==> config.mk <==
export PLATFORM = sky130hd
export DESIGN_NAME = uparc_muldiv_hilo_flat
export DESIGN_NICKNAME = d
export VERILOG_FILES = /design/src/rtl/uparc_muldiv_hilo_pkg.sv /design/src/rtl/uparc_muldiv_hilo_if.sv /design/src/rtl/uparc_long_imul.sv /design/src/rtl/uparc_muldiv_hilo.sv /design/src/flat_wrapper.sv
export SDC_FILE = /design/constraint.sdc
export NUM_CORES = 1
export LEC_CHECK = 0
export CORE_MARGIN = 3
export CORE_UTILIZATION = 30
export DETAILED_ROUTE_END_ITERATION = 10
export DONT_BUFFER_PORTS = 1
export PLACE_DENSITY = 0.4
export SYNTH_ARGS = -nofsm -noshare
export SYNTH_HDL_FRONTEND = slang
export SYNTH_SLANG_ARGS = --single-unit
==> constraint.sdc <==
create_clock -name clk -period 8.6 [get_ports clk]
set_input_delay 1.29 -clock clk [delete_from_list [all_inputs] [get_ports clk]]
set_output_delay 1.29 -clock clk [all_outputs]
set_load 0.02 [all_outputs]
==> src/rtl/uparc_muldiv_hilo_pkg.sv <==
// Shared constants for the mult/div issue unit: op codes, FSM states, counter sizing.
package uparc_muldiv_hilo_pkg;

  localparam int REG_WIDTH = 32;
  localparam int CNT_W     = 6;

  localparam logic [2:0] MD_NOP   = 3'd0;
  localparam logic [2:0] MD_MULT  = 3'd1;
  localparam logic [2:0] MD_MULTU = 3'd2;
  localparam logic [2:0] MD_DIV   = 3'd3;
  localparam logic [2:0] MD_DIVU  = 3'd4;
  localparam logic [2:0] MD_MTHI  = 3'd5;
  localparam logic [2:0] MD_MTLO  = 3'd6;

  typedef enum logic [1:0] {
    ST_IDLE      = 2'd0,
    ST_DIV_START = 2'd1,
    ST_DIV_WAIT  = 2'd2,
    ST_MUL_RUN   = 2'd3
  } md_state_t;

endpackage

==> src/rtl/uparc_muldiv_hilo_if.sv <==
// Execute-stage request/response bundle for the mult/div unit and HI/LO readout.
interface uparc_muldiv_hilo_if #(
  parameter int W = 32
);
  logic         op_valid;
  logic [2:0]   op_code;
  logic [W-1:0] op_a;
  logic [W-1:0] op_b;
  logic         op_ready;
  logic         busy;
  logic [W-1:0] hi;
  logic [W-1:0] lo;

  modport master (
    output op_valid, op_code, op_a, op_b,
    input  op_ready, busy, hi, lo
  );

  modport slave (
    input  op_valid, op_code, op_a, op_b,
    output op_ready, busy, hi, lo
  );
endinterface

==> src/rtl/uparc_long_imul.sv <==
// Iterative shift-add multiplier: one bit per cycle on operand magnitudes, sign applied at the end.
module uparc_long_imul
  import uparc_muldiv_hilo_pkg::*;
#(
  parameter int W = REG_WIDTH
) (
  input  logic           clk,
  input  logic           nrst,
  input  logic           start,
  input  logic           signd,
  input  logic [W-1:0]   a,
  input  logic [W-1:0]   b,
  output logic           ready,
  output logic [2*W-1:0] prod
);

  logic [CNT_W-1:0] cnt;
  logic [W-1:0]     mcand;
  logic [2*W-1:0]   acc;
  logic             neg;
  logic [W:0]       sum;
  logic [2*W-1:0]   acc_nxt;

  // -2^(W-1) negates to itself, which read unsigned is the correct magnitude 2^(W-1).
  function automatic logic [W-1:0] mag(input logic [W-1:0] v, input logic sgn);
    logic signed [W-1:0] sv;
    sv = v;
    if (sgn && sv < 0)
      return -sv;
    return v;
  endfunction

  always_ff @(posedge clk or negedge nrst) begin
    if (!nrst)
      cnt <= '0;
    else if (start)
      cnt <= CNT_W'(W);
    else if (cnt != '0)
      cnt <= cnt - CNT_W'(1);
  end

  always_ff @(posedge clk) begin
    if (start) begin
      mcand <= mag(a, signd);
      acc   <= {{W{1'b0}}, mag(b, signd)};
      neg   <= signd && (a[W-1] ^ b[W-1]);
    end else if (cnt != '0) begin
      acc   <= acc_nxt;
    end
  end

  // Upper half accumulates the multiplicand while the multiplier drains out of the lower half.
  always_comb begin
    sum     = {1'b0, acc[2*W-1:W]} + (acc[0] ? {1'b0, mcand} : {(W+1){1'b0}});
    acc_nxt = {sum, acc[W-1:1]};
  end

  // Ready marks the final step; the product of that step is presented combinationally.
  assign ready = (cnt == CNT_W'(1));
  assign prod  = neg ? -acc_nxt : acc_nxt;

endmodule

==> src/rtl/uparc_muldiv_hilo.sv <==
// Mult/div issue unit with architectural HI/LO; drives an external divider and the local multiplier.
module uparc_muldiv_hilo
  import uparc_muldiv_hilo_pkg::*;
#(
  parameter int W = REG_WIDTH
) (
  input  logic                  clk,
  input  logic                  nrst,
  uparc_muldiv_hilo_if.slave    op,
  output logic                  div_start,
  output logic                  div_signd,
  output logic [W-1:0]          div_dividend,
  output logic [W-1:0]          div_divider,
  input  logic                  div_ready,
  input  logic [2*W-1:0]        div_remquot
);

  md_state_t      state;
  md_state_t      state_nxt;
  logic [W-1:0]   hi_reg;
  logic [W-1:0]   lo_reg;
  logic           accept;
  logic           op_is_div;
  logic           op_is_mul;
  logic           div_go;
  logic           mul_start;
  logic           mul_ready;
  logic [2*W-1:0] mul_prod;

  assign accept    = op.op_valid && (state == ST_IDLE);
  assign op_is_div = (op.op_code == MD_DIV)  || (op.op_code == MD_DIVU);
  assign op_is_mul = (op.op_code == MD_MULT) || (op.op_code == MD_MULTU);

  always_ff @(posedge clk or negedge nrst) begin
    if (!nrst)
      state <= ST_IDLE;
    else
      state <= state_nxt;
  end

  always_comb begin
    state_nxt = state;
    div_go    = 1'b0;
    mul_start = 1'b0;
    case (state)
      ST_IDLE: begin
        if (accept && op_is_div) begin
          state_nxt = ST_DIV_START;
          div_go    = 1'b1;
        end else if (accept && op_is_mul) begin
          state_nxt = ST_MUL_RUN;
          mul_start = 1'b1;
        end
      end
      // Divider still sees start this cycle, so its ready is not meaningful yet.
      ST_DIV_START: state_nxt = ST_DIV_WAIT;
      ST_DIV_WAIT:  if (div_ready) state_nxt = ST_IDLE;
      ST_MUL_RUN:   if (mul_ready) state_nxt = ST_IDLE;
      default:      state_nxt = ST_IDLE;
    endcase
  end

  // Divider operands persist after completion: the divider's sign fix-up reads them combinationally.
  always_ff @(posedge clk or negedge nrst) begin
    if (!nrst) begin
      hi_reg       <= '0;
      lo_reg       <= '0;
      div_start    <= 1'b0;
      div_signd    <= 1'b0;
      div_dividend <= '0;
      div_divider  <= '0;
    end else begin
      div_start <= div_go;
      if (div_go) begin
        div_signd    <= (op.op_code == MD_DIV);
        div_dividend <= op.op_a;
        div_divider  <= op.op_b;
      end
      if (accept && op.op_code == MD_MTHI)
        hi_reg <= op.op_a;
      if (accept && op.op_code == MD_MTLO)
        lo_reg <= op.op_a;
      if (state == ST_DIV_WAIT && div_ready)
        {hi_reg, lo_reg} <= div_remquot;
      if (state == ST_MUL_RUN && mul_ready)
        {hi_reg, lo_reg} <= mul_prod;
    end
  end

  uparc_long_imul #(.W(W)) u_imul (
    .clk   (clk),
    .nrst  (nrst),
    .start (mul_start),
    .signd (op.op_code == MD_MULT),
    .a     (op.op_a),
    .b     (op.op_b),
    .ready (mul_ready),
    .prod  (mul_prod)
  );

  assign op.busy     = (state != ST_IDLE);
  assign op.op_ready = (state == ST_IDLE);
  assign op.hi       = hi_reg;
  assign op.lo       = lo_reg;

endmodule

==> src/flat_wrapper.sv <==
// flat-port wrapper written by rule: the top's interface ports become plain ports
module uparc_muldiv_hilo_flat import uparc_muldiv_hilo_pkg::*;
#(
  parameter int W = REG_WIDTH
)
  (clk, nrst, div_start, div_signd, div_dividend, div_divider, div_ready, div_remquot, op_op_valid, op_op_code, op_op_a, op_op_b, op_op_ready, op_busy, op_hi, op_lo);
  uparc_muldiv_hilo_if #(.W(W)) op_i ();
  input  logic clk;
  input  logic nrst;
  output logic div_start;
  output logic div_signd;
  output logic [W-1:0] div_dividend;
  output logic [W-1:0] div_divider;
  input  logic div_ready;
  input  logic [2*W-1:0] div_remquot;
  input wire logic [$bits(op_i.op_valid)-1:0] op_op_valid;
  input wire logic [$bits(op_i.op_code)-1:0] op_op_code;
  input wire logic [$bits(op_i.op_a)-1:0] op_op_a;
  input wire logic [$bits(op_i.op_b)-1:0] op_op_b;
  output wire logic [$bits(op_i.op_ready)-1:0] op_op_ready;
  output wire logic [$bits(op_i.busy)-1:0] op_busy;
  output wire logic [$bits(op_i.hi)-1:0] op_hi;
  output wire logic [$bits(op_i.lo)-1:0] op_lo;
  assign op_i.op_valid = op_op_valid;
  assign op_i.op_code = op_op_code;
  assign op_i.op_a = op_op_a;
  assign op_i.op_b = op_op_b;
  assign op_op_ready = op_i.op_ready;
  assign op_busy = op_i.busy;
  assign op_hi = op_i.hi;
  assign op_lo = op_i.lo;
  uparc_muldiv_hilo #(.W(W)) u_core (.clk(clk), .nrst(nrst), .op(op_i), .div_start(div_start), .div_signd(div_signd), .div_dividend(div_dividend), .div_divider(div_divider), .div_ready(div_ready), .div_remquot(div_remquot));
endmodule
==> results.md <==
- The worst setup path is launched from a flip-flop.
- The number of distinct library cell variants in the gate-level netlist after synthesis is 77.
- Synthesis produced a netlist with a net count of 1,968.
- The finished cells cover 16,410 sq um.
- The remaining design rule violation count is 0.
- The classification of the worst-slack hold path is in -> async.
- In this run, synthesis inferred 65 flip-flops with an integrated enable.
- In this run the deepest clock path goes through 3 buffers.
- The run finished with clean final reports.
- The final total negative setup slack is 0 ps.
- VDD sags by at most 0.1696 mV.
- The mean instance size in the synthesized netlist is 8.240 sq um.
- The layout overhead on the synthesized area is 10.95%.
- After the first detailed-routing iteration, the DRC count stood at 1,007.
- The number of failing hold endpoints at the final stage is 0.
- The number of pins exceeding their max-slew limit in the final report is 0.
- At the pin with the least slew margin, the transition time is 1007 ps.
- The tree is rooted in a sky130_fd_sc_hd__clkbuf_16.
- Hold repair after CTS inserted 0 buffers.
- The register ranked first by flip-flop count is u_core.u_imul.acc.
- TritonCTS created 30 clock buffers.
- The routed length per instance is 24.06 microns.
- The first global-routing pass estimated 86,260 microns of wire.
- 267 I/O pins were placed.
- The number of antenna violations at the first check in global routing is 8.
- The register with the most flip-flops in the layout has 64 of them.
- The sum of overflow across all layers after global routing is 0.
- The clock insertion delay at the later pin of the skew report is 580 ps.
- The clock net in this run drives a total of 235 sinks.
- The die covers 52,000 sq um.
- The clock-pin slew on the worst setup and hold paths is 60 ps.
- The first detailed-routing pass ran for 8 iterations.
- The type of destination of the critical path is a flip-flop.
- After legalization and detailed placement, the total HPWL measured 44,770 microns.
- The detail route stage leaves a number of antenna-violating nets equal to 0.
- For the worst setup path, the data arrival time is 5350 ps.
- The critical path goes through and2_1 > ha_1 > inv_1 > fa_1 > nand2b_1 > a21boi_1 > nor2_1 > xnor2_1 > nor3_1 > nand2_1 > nor3_1 > a21oi_1 > xnor2_1 > a221oi_1.
- Timing would allow up to 204.6 MHz.
- In this run the tool buffered the top-level ports with 0 buffer cells.
- Measured along the x axis, the die boundary spans 228.0 microns.
- Across all register-to-register paths, the minimum setup slack is 3710 ps.
- The pin count of the biggest net entering global routing is 139.
- Once layout is complete, the utilization of the core stands at 0.3401.
- TritonCTS built the clock tree.
- The biggest area contributor in the post-synthesis netlist is sky130_fd_sc_hd__dfrtp_1.
- Measured along the y axis, the die boundary spans 228.0 microns.
- Setup repair after global routing left no endpoint under its margin.
- Detailed routing inserted a total of 12,880 vias.
- The post-place instance area is 15,330 sq um.
- For this block, the routed nets add up to 58,200 microns of wire.
- The proportion of synthesized flip-flops having asynchronous set or reset is 0.5872.
- The Yosys step of the flow raised 0 warnings.
- For this configuration, the core starts out at a cell density of 0.3066.
- The post-synthesis instance area is 14,790 sq um.
- The post-CTS setup repair buffer count is 0.
- The critical path is of the reg -> reg type.
- Data on the critical path is required at its endpoint by 9060 ps.
- The depth of the worst register-to-register path is 14.
- The maximum fanout count along the critical path is 32.
- The post-layout minimum cycle time is 4888 ps.
- The worst-case clock skew is 19.82 ps.
- The remaining max-slew budget at the tightest pin is 0.3272.
- The post-route worst hold slack is 414.6 ps.
- The count of final setup violators is 0.
- The synthesized netlist cell count is 1,795.
- The sequential share of the synthesized area is 0.4088.
- For this design the ratio of total power to cell area is 416.5 nW/um^2.
- The standard cell core area is 48,250 sq um.
- CTS built an H-tree with a depth of 1.
- The via count of the first global-routing pass is 12,658.
- The proportion of netlist area held by the largest area contributor is 0.2335.
- The static leakage power is 6.572 nW.
- The congestion estimate from routability-driven global placement came to 0.8910.
- The count of nets after finishing is 1,908.
- In the finished design, the share of the clock period the worst path needs comes to 0.5684.
- The tool flagged a number of max-cap violations equal to 0.
- The delay contributed by the slowest stage of the critical path is 1000 ps.
- The total global routing track utilization is 0.2166.
- The highest-delay cell along the critical path is sky130_fd_sc_hd__edfxtp_1.
- In the routed layout, each cell is associated on average with a via count of 5.325.
- Sorting the synthesized cells by area gives the leading types as sky130_fd_sc_hd__dfrtp_1, sky130_fd_sc_hd__edfxtp_1, sky130_fd_sc_hd__nand2_1.
- The most instantiated flip-flop cell in the synthesis netlist is sky130_fd_sc_hd__dfrtp_1.
- The count of state elements after synthesis is 235.
- Once the clock tree was built, the resizer swapped 0 gates to a different size.
- The floorplan has 80 rows.
- The fraction of final layout cells with drive strength greater than 1 is 0.05401.
through the flow:
stage          worst slack [ps]  power, mW  cells
6_report                   3712      6.835   2419
5_1_grt                    3250      7.319   2419
4_1_cts                    3721      6.880   2415
3_5_place_dp               3767      5.468   2359
3_3_place_gp               3792      5.457   2359
2_1_floorplan              4806      4.480   1795
logic make-up after synthesis:
logic type	after synthesis	share of synthesized area
simple gates	737	0.2296
compound gates	504	0.2053
flops	235	0.4088
xor+xnor	137	0.08113
buf+inv	133	0.03468
fa+ha+maj	38	0.03265
mux	11	0.007867
where the power goes:
group	internal (mW)	total, mW	switching (mW)
Clock	0.844	1.37	0.525
Combinational	1.06	2.98	1.92
Sequential	1.66	2.48	0.818
layer usage:
metal	part of all wire	GRT usage
met5	0.00012	0
met2	0.44	0.3338
met4	0.035	0.07833
met1	0.45	0.3012
met3	0.069	0.04316
cell usage after synthesis (all sizes together) (13+ instances only):
cell      n
a211oi   39
a21oi   199
a31oi    15
and2     43
buf      17
clkbuf   86
dfrtp   138
dfxtp    32
edfxtp   65
ha       37
inv      29
nand2   372
nand3    16
nand4    15
nor2    145
nor2b    29
nor3     35
nor4     16
o21ai   128
o31ai    30
o41ai    13
or3      14
or4      14
xnor2    95
xor2     42
placed cells by master (no fill, tap or decap), types with 7 or more instances in the layout:
cell type	n
sky130_fd_sc_hd__o41ai_1	13
sky130_fd_sc_hd__o21ai_1	15
sky130_fd_sc_hd__xnor2_1	95
sky130_fd_sc_hd__o31ai_1	29
sky130_fd_sc_hd__and2_1	41
sky130_fd_sc_hd__o211ai_1	11
sky130_fd_sc_hd__a31oi_1	15
sky130_fd_sc_hd__or3_1	14
sky130_fd_sc_hd__nand2b_1	8
sky130_fd_sc_hd__or4_1	12
sky130_fd_sc_hd__nand4_1	14
sky130_fd_sc_hd__xor2_1	42
sky130_fd_sc_hd__a211o_1	8
sky130_fd_sc_hd__nor3_1	34
sky130_fd_sc_hd__nor2_1	142
sky130_fd_sc_hd__clkbuf_16	32
sky130_fd_sc_hd__dfxtp_1	32
sky130_fd_sc_hd__clkbuf_1	7
sky130_fd_sc_hd__a21oi_1	198
sky130_fd_sc_hd__nand3_1	15
sky130_fd_sc_hd__o21a_1	7
sky130_fd_sc_hd__ha_1	37
sky130_fd_sc_hd__edfxtp_1	65
sky130_fd_sc_hd__inv_1	28
sky130_fd_sc_hd__o21ai_0	112
sky130_fd_sc_hd__buf_4	11
sky130_fd_sc_hd__dfrtp_1	138
sky130_fd_sc_hd__nand2_1	370
sky130_fd_sc_hd__a211oi_1	36
sky130_fd_sc_hd__and4_1	8
sky130_fd_sc_hd__nor2b_1	29
sky130_fd_sc_hd__nor4_1	11
sky130_fd_sc_hd__a21o_1	9
critical path: cells and delay by family, from the launching register on:
kind            cells  cell delay (ps)
flops               1             1000
simple gates        6             1890
fa+ha+maj           2              590
xor+xnor            2              410
buf+inv             1               70
compound gates      3              790
area by class of cell:
cell class | count | area [sq um]
Fill cell | 5157 | 31840
Multi-Input combinational cell | 1427 | 8270
Sequential cell | 235 | 6046
Clock buffer | 41 | 854.6
Tap cell | 656 | 820.8
Clock inverter | 15 | 212.7
Inverter | 30 | 113.9
Timing Repair Buffer | 11 | 82.58
Antenna cell | 4 | 10.01
final timing paths:
kind	endpoint	start
hold / removal	u_core.div_dividend[9]	nrst
setup reg to reg	u_core.op.hi[22]	u_core.u_imul.acc[0]
min in group clk	u_core.u_imul.acc[54]	u_core.u_imul.acc[54]
max in group asynchronous	u_core.op.hi[21]	nrst
setup / recovery	u_core.op.hi[22]	u_core.u_imul.acc[0]
hold reg to reg	u_core.u_imul.acc[54]	u_core.u_imul.acc[54]
No activity file was read; power rests on OpenSTA's default activity.
